--- src/rtl/key_deserializer.sv ---
// -----------------------------------------------------------------------------
// key_deserializer
//
// Builds WIDTH-bit words from two push-button style inputs. A rising edge on
// key1 enters a 1 and a rising edge on key2 enters a 0. A rising edge on start
// opens (or restarts) a frame. All three raw inputs are asynchronous and are
// synchronized before edge detection.
//
// Ports
//   clk        : single rising-edge clock
//   rst        : synchronous, active-high reset
//   start      : raw async level, rising edge arms / restarts a frame
//   key1       : raw async level, rising edge enters bit 1
//   key2       : raw async level, rising edge enters bit 0
//   data_out   : last completed word, held between frames
//   data_valid : one-cycle pulse when data_out is loaded
//   busy       : registered decode of state == SHIFT
//   bit_count  : bits accepted in the current frame
//   collision  : one-cycle pulse when key1 and key2 edges coincide in SHIFT
// -----------------------------------------------------------------------------
module key_deserializer #(
  parameter int WIDTH       = 4,
  parameter int LSB_FIRST   = 1,
  parameter int SYNC_STAGES = 2,
  parameter int CONTINUOUS  = 0
) (
  input  logic                         clk,
  input  logic                         rst,
  input  logic                         start,
  input  logic                         key1,
  input  logic                         key2,
  output logic [WIDTH-1:0]             data_out,
  output logic                         data_valid,
  output logic                         busy,
  output logic [$clog2(WIDTH+1)-1:0]   bit_count,
  output logic                         collision
);

  localparam int CW = $clog2(WIDTH+1);

  typedef enum logic {IDLE, SHIFT} state_t;

  // Synchronizer chains, edge history and arming flags.
  logic [SYNC_STAGES-1:0] sync_start_q, sync_key1_q, sync_key2_q;
  logic [SYNC_STAGES-1:0] fill_q;
  logic [2:0]             prev_q;
  logic [2:0]             arm_q;
  logic [2:0]             sync_last;
  logic [2:0]             edge_det;

  // Datapath and control registers.
  state_t           state_q, state_d;
  logic [WIDTH-1:0] sr_q, sr_d;
  logic [CW-1:0]    cnt_q, cnt_d;
  logic [WIDTH-1:0] dout_q, dout_d;
  logic             dv_q, dv_d;
  logic             col_q, col_d;
  logic             busy_q;
  logic [WIDTH-1:0] shifted;
  logic             start_e, key1_e, key2_e;

  assign sync_last = {sync_key2_q[SYNC_STAGES-1], sync_key1_q[SYNC_STAGES-1],
                      sync_start_q[SYNC_STAGES-1]};

  // An input only becomes armed once a genuine post-reset low sample has
  // reached the end of its chain (fill_q marks which stages hold real samples).
  // This keeps a level held high through reset release from looking like an
  // edge when the cleared chain refills with ones.
  assign edge_det = sync_last & ~prev_q & arm_q;
  assign start_e  = edge_det[0];
  assign key1_e   = edge_det[1];
  assign key2_e   = edge_det[2];

  always_ff @(posedge clk) begin
    if (rst) begin
      sync_start_q <= '0;
      sync_key1_q  <= '0;
      sync_key2_q  <= '0;
      fill_q       <= '0;
      prev_q       <= '0;
      arm_q        <= '0;
    end else begin
      sync_start_q <= {sync_start_q[SYNC_STAGES-2:0], start};
      sync_key1_q  <= {sync_key1_q[SYNC_STAGES-2:0], key1};
      sync_key2_q  <= {sync_key2_q[SYNC_STAGES-2:0], key2};
      fill_q       <= {fill_q[SYNC_STAGES-2:0], 1'b1};
      prev_q       <= sync_last;
      arm_q        <= arm_q | ({3{fill_q[SYNC_STAGES-1]}} & ~sync_last);
    end
  end

  // Candidate shift-register value with key1 as the incoming bit; only used
  // when exactly one key edge is present, so key1_e alone selects the bit.
  always_comb begin
    shifted = '0;
    if (LSB_FIRST != 0) begin
      shifted = {key1_e, sr_q[WIDTH-1:1]};
    end else begin
      shifted = {sr_q[WIDTH-2:0], key1_e};
    end
  end

  always_comb begin
    state_d = state_q;
    sr_d    = sr_q;
    cnt_d   = cnt_q;
    dout_d  = dout_q;
    dv_d    = 1'b0;
    col_d   = 1'b0;
    case (state_q)
      IDLE: begin
        if (start_e) begin
          state_d = SHIFT;
          sr_d    = '0;
          cnt_d   = '0;
        end
      end
      SHIFT: begin
        // Start outranks any key edge in the same cycle.
        if (start_e) begin
          sr_d  = '0;
          cnt_d = '0;
        end else if (key1_e && key2_e) begin
          col_d = 1'b1;
        end else if (key1_e || key2_e) begin
          if (cnt_q == CW'(WIDTH-1)) begin
            dout_d  = shifted;
            dv_d    = 1'b1;
            sr_d    = '0;
            cnt_d   = '0;
            state_d = (CONTINUOUS != 0) ? SHIFT : IDLE;
          end else begin
            sr_d  = shifted;
            cnt_d = cnt_q + CW'(1);
          end
        end
      end
      default: state_d = IDLE;
    endcase
  end

  always_ff @(posedge clk) begin
    if (rst) begin
      state_q <= IDLE;
      sr_q    <= '0;
      cnt_q   <= '0;
      dout_q  <= '0;
      dv_q    <= 1'b0;
      col_q   <= 1'b0;
      busy_q  <= 1'b0;
    end else begin
      state_q <= state_d;
      sr_q    <= sr_d;
      cnt_q   <= cnt_d;
      dout_q  <= dout_d;
      dv_q    <= dv_d;
      col_q   <= col_d;
      busy_q  <= (state_d == SHIFT);
    end
  end

  assign data_out   = dout_q;
  assign data_valid = dv_q;
  assign busy       = busy_q;
  assign bit_count  = cnt_q;
  assign collision  = col_q;

endmodule

--- config.mk ---
export PLATFORM = sky130hd
export DESIGN_NAME = key_deserializer
export DESIGN_NICKNAME = d
export VERILOG_FILES = /design/src/rtl/key_deserializer.sv
export SDC_FILE = /design/constraint.sdc
export NUM_CORES = 1
export LEC_CHECK = 0
export CORE_MARGIN = 2
export CORE_UTILIZATION = 51
export DETAILED_ROUTE_END_ITERATION = 10
export PLACE_DENSITY = 0.76
export REMOVE_ABC_BUFFERS = 1
export SLEW_MARGIN = 10
export SYNTH_ARGS = -nofsm -noshare
export SYNTH_HDL_FRONTEND = slang
export SYNTH_SLANG_ARGS = --single-unit
--- constraint.sdc ---
create_clock -name clk -period 1.45 [get_ports clk]
set_input_delay 0.145 -clock clk [delete_from_list [all_inputs] [get_ports clk]]
set_output_delay 0.145 -clock clk [all_outputs]
set_load 0.05 [all_outputs]
==> results of run 1 <==
==> layer usage <==
layer  vias to the layer above  share of wire, %
li1                        391                 -
met1                       361                44
met2                        25                49
met3                         4               5.8
met4                         0               1.5
met5                         -                 0
==> final cells by class <==
class	instances	area [sq um]	area share [%]
clock buffer	4	26.3	2.12
multi-input combinational	63	434	35.0
sequential	27	547	44.1
inverter	5	18.8	1.51
timing repair buffer	21	180	14.5
tap	27	33.8	2.72
==> cells in the mapped netlist, types with 2 or more instances <==
master / count
o21ai_0: 6
clkbuf_1: 3
nand3b_4: 2
o31ai_1: 3
a21oi_1: 6
nand4_1: 3
inv_1: 5
nor2_1: 9
nor2b_1: 8
dfxtp_1: 27
nand3_1: 2
nand2_1: 4
o211ai_1: 3
==> power groups by stage <==
stage,Combinational (mW),Clock (mW),Sequential (mW)
floorplan,0.0326,0,0.791
global placement,0.0698,0,0.790
detailed placement,0.0717,0,0.791
CTS,0.0721,0.328,0.775
global route,0.0792,0.359,0.779
finish,0.0717,0.318,0.776
==> through the flow <==
stage               utilization [%]  cells
floorplan                         -     95
global placement               63.4    143
detailed placement             63.4    143
CTS                            64.9    147
global route                   65.2    147
finish                         65.2    147
==> worst max-delay path, stage by stage (launching register included) <==
cell and delay (ns):
dfxtp_1 0.33, nand3b_4 0.21, xnor2_4 0.18, or4_1 0.47
a21boi_1 0.12
==> kinds of logic (layout without fill, tap and decap cells) <==
| kind of cell | Yosys count | count (layout) | share of synthesized area, % |
|---|---|---|---|
| fa+ha+maj | 1 | 1 | 1.25 |
| buf+inv | 8 | 30 | 3.00 |
| compound gates | 24 | 24 | 15.2 |
| xor+xnor | 2 | 2 | 4.37 |
| flops | 27 | 27 | 53.9 |
| simple gates | 36 | 36 | 22.2 |
==> sequential cells by signal, summed over array words and instances (netlist names), 2 cells and up <==
name and count:
sync_key1_q 2, arm_q 3, fill_q 2, sync_key2_q 2, bit_count 3, prev_q 3
sync_start_q 2, data_out 4, sr_q 3
==> what timing repair did <==
| item | 4_1_cts | 5_1_grt |
|---|---|---|
| resized for setup | 1 | 6 |
| cloned | 0 | 0 |
| setup endpoints to repair | 1 | 3 |
| hold endpoints to repair | 0 | 0 |
| pin swaps | 0 | 1 |
==> how the worst max path moves through the flow <==
| stage | startpoint | to | slack (ns) | cells after the start |
|---|---|---|---|---|
| 4_1_cts | bit_count[1]$_SDFFE_PP0P_ | data_out[3]$_SDFFE_PP0P_ | 0.03 | 5 |
| 3_5_place_dp | bit_count[1]$_SDFFE_PP0P_ | data_out[3]$_SDFFE_PP0P_ | -0.02 | 5 |
| 6_report | prev_q[1]$_SDFF_PP0_ | bit_count[0]$_SDFFE_PP0P_ | 0.08 | 4 |
| 3_3_place_gp | bit_count[1]$_SDFFE_PP0P_ | data_out[3]$_SDFFE_PP0P_ | 0.06 | 5 |
| 2_1_floorplan | bit_count[1]$_SDFFE_PP0P_ | data_out[3]$_SDFFE_PP0P_ | -0.26 | 5 |
| 5_1_grt | prev_q[1]$_SDFF_PP0_ | bit_count[0]$_SDFFE_PP0P_ | 0.01 | 4 |
==> metrics.md, run 1 <==
| Metric | Value |
|---|---|
| Outcome | finished clean |
| Leak Pwr | 0.525 nW |
| Ys flop type | dfxtp_1 |
| Area growth syn-to-layout | 23.7% |
| Total Power | 1.17 mW |
| Pint | 0.908 mW |
| Setup Skew | 0.00112 ns |
| Combinational share of power | 6.2% |
| Hold EP | sync_key1_q[0]$_SDFF_PP0_ |
| Syn Inst Count | 98 |
| Layout cell share with drive strength beyond 1 | around a quarter |
| GR Util met1 | a little under 20% |
| Final max-slew violation count | 0 |
| Sequential area share after synthesis | 53.9% |
| Setup Slack @ Placement | -0.0170 ns |
| Pwr Density | 940 mW/mm^2 |
| Worst hold path cell count | 2 |
| Final setup margin | 0.0820 ns |
| YS warnings | 0 |
| Final Cell Area | roughly 0.0012 sq mm |
| Largest net degree at the start of global routing | 15 |
| Crit path capture type | register |
| Crit share post-route | 94.3% |
| I/O Pins | 15 |
| Post-synth top area share | between 50% and 60% |
| Total iterations of the first detailed-routing run | 4 |
| Most frequent cells in the layout | 22 x dfxtp_1, 16 x buf_4, 9 x nor2_1 |
| GR Util met2 | 30.8% |
| Via count | 781 |
| Hold_ws | 0.358 ns |
| Final nets | 127 |
| CTS Buf Count | 3 |
| # hold bufs at CTS | 0 |
| CP required | 1.72 ns |
| Peak VDD IR | 623 uV |
| Cell taking the most area after synthesis | dfxtp_1 |
| Antenna violations before repair | 0 |
| Fmax | 731 MHz |
| Longest Clk Path Bufs | 2 |
| Vias in the first global route | between 700 and 800 |
| Sequential share of power | between 60% and 70% |
| Global route total overflow | 0 |
| Dpl cell area | 0.00120 sq mm |
| EDFF count, synth | 0 |
| Filler Cell Count | between 150 and 200 |
| Syn Area/Cell | just over 10 sq um |
| Core area | 0.00190 sq mm |
| Sw frac | 22.1% |
| Post-Route Setup TNS | 0 ns |
| Inserted Diodes | 0 |
| Die Area | 0.00234 sq mm |
| Row count | 16 |
| Unrepaired setup endpoints after global routing | false |
| Die height | 48.3 um |
| GRT Util Overall | 17.2% |
| Fin crit period | around 1.4 ns |
| Library cells used by synthesis | 30 |
| Most common cell after layout, fill and taps aside | dfxtp_1 |
| H-tree depth | 1 |
| Critical-path maximum fanout | 6 |
| Post-DP HPWL | 1350 um |
| Met3 usage in global routing | 4.32% |
| Synth async-reset ratio | 0% |
| Slew margin rel. | 75.9% |
| Clock share of power | between 20% and 30% |
| Worst r2r src | prev_q[1]$_SDFF_PP0_ |
| Yosys reg bits | 27 |
| Top post-synthesis cells by area | dfxtp_1 54%, nor2b_1 5.0%, nand3b_4 4.0% |
| Total setup buffers inserted after CTS | 0 |
| Worst Min Path Start | key1 |
| Max cap viols | 0 |
| Reg2reg path depth | 4 |
| Crit path kind | register to register |
| Finish-stage setup viols | 0 |
| Drt total wl | about 1800 um |
| Reg-to-reg slack, setup | about 0.08 ns |
| Busiest grt layer | met2 |
| NetSw | 0.258 mW |
| Worst r2r dst | bit_count[0]$_SDFFE_PP0P_ |
| Initial Utilization | a little over half |
| Clock sinks | 27 |
| First-pass GRT wire length | 3150 um |
| Post-route DRC | 0 |
| Drt first-iter violations | 18 |
| DRT antenna net count | 0 |
| Worst skew pair latency | approximately 0.32 ns |
| GPL Wtd Cong | 0.826 |
| IO Port Bufs | 14 |
| Crit start category | register |
| CTS root buf | clkbuf_4 |
| Clk slew on worst S/H paths | 0.13 ns |
| Worst Tran Pin Value | 0.361 ns |
| Path category of the worst min-delay check | primary input to register |
| Cell Area, Synth | 0.00100 sq mm |
| WL/cell | around 12 um |
| Routed vias/inst | 5.31 |
| Die Width | 48.3 um |
| CTS tree | yes |
| Worst EP arrival | 1.63 ns |
| Endpoints failing hold | 0 |
No activity file was read; power rests on OpenSTA's default activity.
==> run 2: changes to the inputs <==
- CTS_BUF_LIST: default -> sky130_fd_sc_hd__clkbuf_16
==> run 2 against run 1 <==
Compared with the run above:
- clock skew up 0.0018 ns
- critical path type unchanged
- largest cell class unchanged
- sequential share of layout area down 2.2 points
- global-route usage up 1.2 points
==> metrics.md, run 2 (synthesis results as in run 1) <==
| Metric | Value |
|---|---|
| Outcome | finished clean |
| Post-route DRC | 0 (unchanged) |
| Via count | 789 (+1.0%) |
| Non-filler cells, final | 147 (unchanged) |
| Row count | 16 (unchanged) |
| Crit share post-route | 95.1% (+0.76 points) |
| Inserted Diodes | 0 (unchanged) |
| Routed vias/inst | 5.37 (+1.0%) |
| Combinational share of power | 5.0% (-1.2 points) |
| Crit start category | register |
| Critical path, cell by cell | nand3b_4 -> xnor2_4 -> or4_1 -> a21boi_1 |
| Final Cell Area | 0.00130 sq mm (+4.5%) |
| Vias in the first global route | 770 (+2.9%) |
| Setup Skew | 0.00287 ns (+0.00176 ns) |
| H-tree depth | 1 (unchanged) |
| Clock share of power | 41.7% (+14 points) |
| DRT antenna net count | 0 (unchanged) |
| # hold bufs at CTS | 0 (unchanged) |
| Fin crit period | 1.38 ns (+0.0110 ns) |
| CTS Buf Count | 3 (unchanged) |
| Global route total overflow | 0 (unchanged) |
| CTS tree | yes |
| CP required | 1.64 ns (-0.08 ns) |
| First-pass GRT wire length | 3360 um (+6.8%) |
| Pwr Density | 1120 mW/mm^2 (+19%) |
| Area growth syn-to-layout | 29.3% |
| IO Port Bufs | 14 (unchanged) |
| Met3 usage in global routing | 4.63% (+0.31 points) |
| Fmax | 725 MHz (-0.80%) |
| Sw frac | 19.7% (-2.4 points) |
| Hold_ws | 0.436 ns (+0.0775 ns) |
| Endpoints failing hold | 0 (unchanged) |
| Cells after DPL | 143 (unchanged) |
| CTS root buf | clkbuf_16 |
| Sequential share of power | 53.3% (-13 points) |
| Worst EP arrival | 1.57 ns (-0.06 ns) |
| Crit path capture type | register |
| Core area | 0.00190 sq mm (unchanged) |
| Slowest CP cell | or4_1 |
| Layout cell share with drive strength beyond 1 | 25.0% (-0.83 points) |
| Dpl cell area | 0.00120 sq mm (unchanged) |
| Unrepaired setup endpoints after global routing | false |
| Drt total wl | 1950 um (+9.1%) |
| GR Util met2 | 31.9% (+1.2 points) |
| Drt first-iter violations | 15 (-3) |
| Antenna violations before repair | 0 (unchanged) |
| Clk slew on worst S/H paths | 0.06 ns (-0.07 ns) |
| Filler Cell Count | 155 (-7.2%) |
| Busiest grt layer | met2 |
| Final nets | 127 (unchanged) |
| NetSw | 0.286 mW (+11%) |
| Die Width | 48.3 um (unchanged) |
| GR Util met1 | 21.3% (+1.8 points) |
| Critical-path maximum fanout | 6 (unchanged) |
| Slew margin rel. | 74.1% (-1.8 points) |
| Finish-stage setup viols | 0 (unchanged) |
| GRT Util Overall | 18.4% (+1.2 points) |
| GPL Wtd Cong | 0.826 (unchanged) |
| Longest Clk Path Bufs | 2 (unchanged) |
| Total iterations of the first detailed-routing run | 4 (unchanged) |
| I/O Pins | 15 (unchanged) |
| Largest net degree at the start of global routing | 15 (unchanged) |
| Max cap viols | 0 (unchanged) |
| Peak VDD IR | 799 uV (+28%) |
| Post-DP HPWL | 1350 um (unchanged) |
| Clock sinks | 27 (unchanged) |
| Die Area | 0.00234 sq mm (unchanged) |
| Worst skew pair latency | 0.26 ns (-0.06 ns) |
| CP peak stage delay | 0.47 ns (about the same) |
| Leak Pwr | 0.552 nW (+5.1%) |
| Die height | 48.3 um (unchanged) |
| Worst Tran Pin Value | 0.389 ns (+0.0277 ns) |
| Initial Utilization | 52.7% (unchanged) |
| Post-Route Setup TNS | 0 ns (unchanged) |
| Final max-slew violation count | 0 (unchanged) |
| Crit path kind | register to register |
| Path category of the worst min-delay check | register to register |
| Most frequent cells in the layout | 25 x dfxtp_1, 16 x buf_4, 9 x nor2_1 |
| Most common cell after layout, fill and taps aside | dfxtp_1 |
| Pint | 1.17 mW (+29%) |
| Max reg flops | 4 (unchanged) |
| WL/cell | 13.3 um (+9.1%) |
## run 2: cell count changes in the layout (fill, tap and decap cells not counted), sizes merged
cell / previous run / this run
clkbuf: 4 / 3
inv: 5 / 6
## run 2: per-stage QoR
step	power [mW]	utilization (%)	setup slack, ns
after floorplan	0.823	-	-0.259
after global placement	0.860	63.4	0.0612
after detailed placement	0.863	63.4	-0.0170
after CTS	1.45	67.6	0.0259
after global routing	1.50	68.2	0.00434
final	1.45	68.2	0.0710
## run 2: critical path: cells and delay by family (launching register included)
kind | cells | cell delay [ns]
AO/OA/AOI/OAI | 1 | 0.12
AND/OR/NAND/NOR | 2 | 0.69
flip-flops | 1 | 0.30
XOR/XNOR | 1 | 0.21
## run 2: power groups by stage
stage               registers [mW]  logic, mW  clock network, mW
finish                       0.776     0.0730              0.606
global route                 0.777     0.0799              0.644
CTS                          0.775     0.0728              0.607
detailed placement           0.791     0.0717                  0
global placement             0.790     0.0698                  0
floorplan                    0.791     0.0326                  0
## run 2: path summary, 6_finish.rpt
kind,startpoint,to,slack [ns],cells past startpoint
worst max-delay path,prev_q[1]$_SDFF_PP0_,bit_count[0]$_SDFFE_PP0P_,0.07,4
worst min-delay path,sync_key1_q[0]$_SDFF_PP0_,sync_key1_q[1]$_SDFF_PP0_,0.44,1
worst min register to register,sync_key1_q[0]$_SDFF_PP0_,sync_key1_q[1]$_SDFF_PP0_,0.44,1
worst max register to register,prev_q[1]$_SDFF_PP0_,bit_count[0]$_SDFFE_PP0P_,0.07,4
## run 2: metal layers
metal  part of all wire, %  vias up  wire [um]
met5                     0        -          0
met4                   2.0        0         39
met3                   4.4        6         85
met2                    48       19        942
met1                    45      376        883
li1                      -      388          -
## run 2: final cells by class
cell class | instances | area [sq um] | share of cell area (%)
repair buffers | 21 | 180 | 13.9
inverters | 5 | 18.8 | 1.45
flip-flops and latches | 27 | 543 | 41.9
multi-input cells | 63 | 442 | 34.1
clock inverters | 1 | 3.75 | 0.290
clock buffers | 3 | 75.1 | 5.79
well taps | 27 | 33.8 | 2.61
## run 2: repair_timing
| action | CTS | global route |
|---|---|---|
| resized for setup | 1 | 5 |
| endpoints found under the setup margin | 2 | 3 |
| pin swaps | 0 | 1 |
| buffers inserted | 0 | 0 |
==> run 3: changes to the inputs <==
--- a/config.mk
+++ b/config.mk
@@ -8,6 +8,7 @@
 export CORE_MARGIN = 2
-export CORE_UTILIZATION = 51
+export CORE_UTILIZATION = 58
 export CTS_BUF_LIST = sky130_fd_sc_hd__clkbuf_16
 export DETAILED_ROUTE_END_ITERATION = 10
-export PLACE_DENSITY = 0.76
+export DONT_BUFFER_PORTS = 1
+export PLACE_DENSITY = 0.74
 export REMOVE_ABC_BUFFERS = 1
==> constraint.sdc (replaced) <==
create_clock -name clk -period 1.45 [get_ports clk]
set_input_delay 0.29 -clock clk [delete_from_list [all_inputs] [get_ports clk]]
set_output_delay 0.29 -clock clk [all_outputs]
set_load 0.05 [all_outputs]
==> run 3 against run 2 <==
Compared with the run above:
- critical path depth up 2
- sequential share of layout area up 2.3 points
- cell area down 5.4%
- clock skew about the same
- hold slack worse by 0.35 ns
- sequential power about the same
- critical path type unchanged
- via count down 2.0%
- count of clock-buffer cells in the layout unchanged
- combinational power down 28%
- highest routed layer unchanged
- critical endpoint is now data_out[0]$_SDFFE_PP0P_
==> metrics.md, run 3 (synthesis results as in run 1) <==
| Metric | Value |
|---|---|
| WL/cell | 15.8 um (+19%) |
| First-pass GRT wire length | 2850 um (-15%) |
| Via count | 773 (-2.0%) |
| Pwr Density | 1170 mW/mm^2 (+4.6%) |
| Area growth syn-to-layout | 22.3% |
| Worst Setup SP | bit_count[1]$_SDFFE_PP0P_ |
| Utilization after layout | 73.4% (+5.3 points) |
| # hold bufs at CTS | 0 (unchanged) |
| Setup Slack @ Placement | 0.00310 ns (+0.0201 ns) |
| Reg2reg path depth | 6 (+2) |
| Antenna violations before repair | 0 (unchanged) |
| Crit share post-route | 98.0% (+2.9 points) |
| Routed vias/inst | 5.95 (+11%) |
| Worst r2r dst | data_out[0]$_SDFFE_PP0P_ |
| Crit path capture type | register |
| Dpl cell area | 0.00108 sq mm (-10%) |
| Outcome | finished clean |
| Final nets | 120 (-5.5%) |
| Max cap viols | 0 (unchanged) |
| Most common cell after layout, fill and taps aside | dfxtp_1 |
| Die Width | 45.6 um (-5.7%) |
| Core area | 0.00167 sq mm (-12%) |
| Largest net degree at the start of global routing | 22 (+7) |
| Post-DP HPWL | 1200 um (-11%) |
| Reg-to-reg slack, setup | 0.03 ns (-0.04 ns) |
| Worst Tran Pin Value | 0.535 ns (+0.147 ns) |
| I/O Pins | 15 (unchanged) |
| Non-filler cells, final | 130 (-12%) |
| Worst r2r src | bit_count[1]$_SDFFE_PP0P_ |
| Finish-stage setup viols | 0 (unchanged) |
| Slew margin rel. | 64.3% (-9.8 points) |
| H-tree depth | 1 (unchanged) |
| Global route total overflow | 0 (unchanged) |
| Crit path capture | data_out[0]$_SDFFE_PP0P_ |
| Most frequent cells in the layout | 26 x dfxtp_1, 13 x buf_4, 9 x nor2_1 |
| Longest Clk Path Bufs | 2 (unchanged) |
| Peak VDD IR | 922 uV (+15%) |
| Drt total wl | 2050 um (+5.3%) |
| GRT Util Overall | 19.7% (+1.3 points) |
| Clk slew on worst S/H paths | 0.06 ns (about the same) |
| Max reg flops | 4 (unchanged) |
| Final Cell Area | 0.00123 sq mm (-5.4%) |
| Critical-path maximum fanout | 3 (-3) |
| CP required | 1.59 ns (-0.05 ns) |
| Drt first-iter violations | 27 (+12) |
| Fin crit period | 1.42 ns (+0.0415 ns) |
| Crit path kind | register to register |
| Cells after DPL | 121 (-15%) |
| Die height | 45.6 um (-5.7%) |
| GPL Wtd Cong | 0.830 (+0.51%) |
| Clock sinks | 27 (unchanged) |
| Setup Skew | 0.00309 ns (+0.000214 ns) |
| Vias in the first global route | 643 (-16%) |
| Path category of the worst min-delay check | primary input to register |
| Endpoints failing hold | 0 (unchanged) |
| Worst skew pair latency | 0.26 ns (about the same) |
| Final setup margin | 0.0296 ns (-0.0415 ns) |
| Post-route DRC | 0 (unchanged) |
| Total iterations of the first detailed-routing run | 4 (unchanged) |
| IO Port Bufs | 0 (-14) |
| DRT antenna net count | 0 (unchanged) |
| Final max-slew violation count | 0 (unchanged) |
| Crit start category | register |
| Inserted Diodes | 0 (unchanged) |
| Layout cell share with drive strength beyond 1 | 25.7% (+0.66 points) |
| Row count | 15 (-1) |
| CTS tree | yes |
| CTS Buf Count | 3 (unchanged) |
| Leak Pwr | 0.513 nW (-7.2%) |
| Worst EP arrival | 1.56 ns (about the same) |
| Post-Route Setup TNS | 0 ns (unchanged) |
| Fmax | 704 MHz (-2.9%) |
| Initial Utilization | 60.0% (+7.3 points) |
| CTS root buf | clkbuf_16 |
| Die Area | 0.00208 sq mm (-11%) |
run 3: changes by cell type in the layout (fill, tap and decap cells not counted), sizes merged:
cell / change
clkinvlp: +1
clkdlybuf4s50: -4
clkbuf: +1
inv: -1
buf: -4
run 3: repair_timing:
| action | in CTS | in global routing |
|---|---|---|
| setup endpoints to repair | 2 | 5 |
| setup buffers | 0 | 5 |
| gates resized for setup | 2 | 7 |
| pin swaps | 0 | 1 |
run 3: worst min-delay path by stage:
stage	to	cells after the start	startpoint	slack, ns
finish	prev_q[0]$_SDFF_PP0_	1	rst	0.09
CTS	prev_q[0]$_SDFF_PP0_	1	rst	0.09
global placement	prev_q[0]$_SDFF_PP0_	1	rst	0.36
floorplan	prev_q[0]$_SDFF_PP0_	1	rst	0.36
global route	prev_q[0]$_SDFF_PP0_	1	rst	0.08
detailed placement	prev_q[0]$_SDFF_PP0_	1	rst	0.36
run 3: final cells by class:
cell class                      count  area [sq um]
Clock buffer                        3          75.1
Clock inverter                      1          3.75
Fill cell                         117           444
Inverter                            5          22.5
Multi-Input combinational cell     63           459
Sequential cell                    27           542
Tap cell                           17          21.3
Timing Repair Buffer               14           103
run 3: worst max-delay path, stage by stage (launching register included):
cell and delay, ns:
dfxtp_1 0.34, ha_2 0.19, nor2b_4 0.17, nand2_2 0.10
buf_4 0.16, o31ai_1 0.23, a21oi_1 0.11
run 3: where the power goes:
part | internal (mW) | total (mW) | switching [mW] | leakage [nW]
logic | 0.0252 | 0.0522 | 0.0270 | 0.250
clock network | 0.369 | 0.611 | 0.242 | 0.0423
registers | 0.762 | 0.776 | 0.0137 | 0.221
total | 1.16 | 1.44 | 0.282 | 0.513
run 3: through the flow:
step	hold WS [ns]	total power, mW
floorplan	0.357	0.823
global placement	0.360	0.836
detailed placement	0.361	0.838
CTS	0.0852	1.44
global route	0.0827	1.48
finish	0.0870	1.44
run 3: layer usage:
metal / share of wire [%] / track usage, %
met1: 44 / 26.3
met4: 1.3 / 10.6
met2: 48 / 29.0
met5: 0 / 0
met3: 6.3 / 4.76
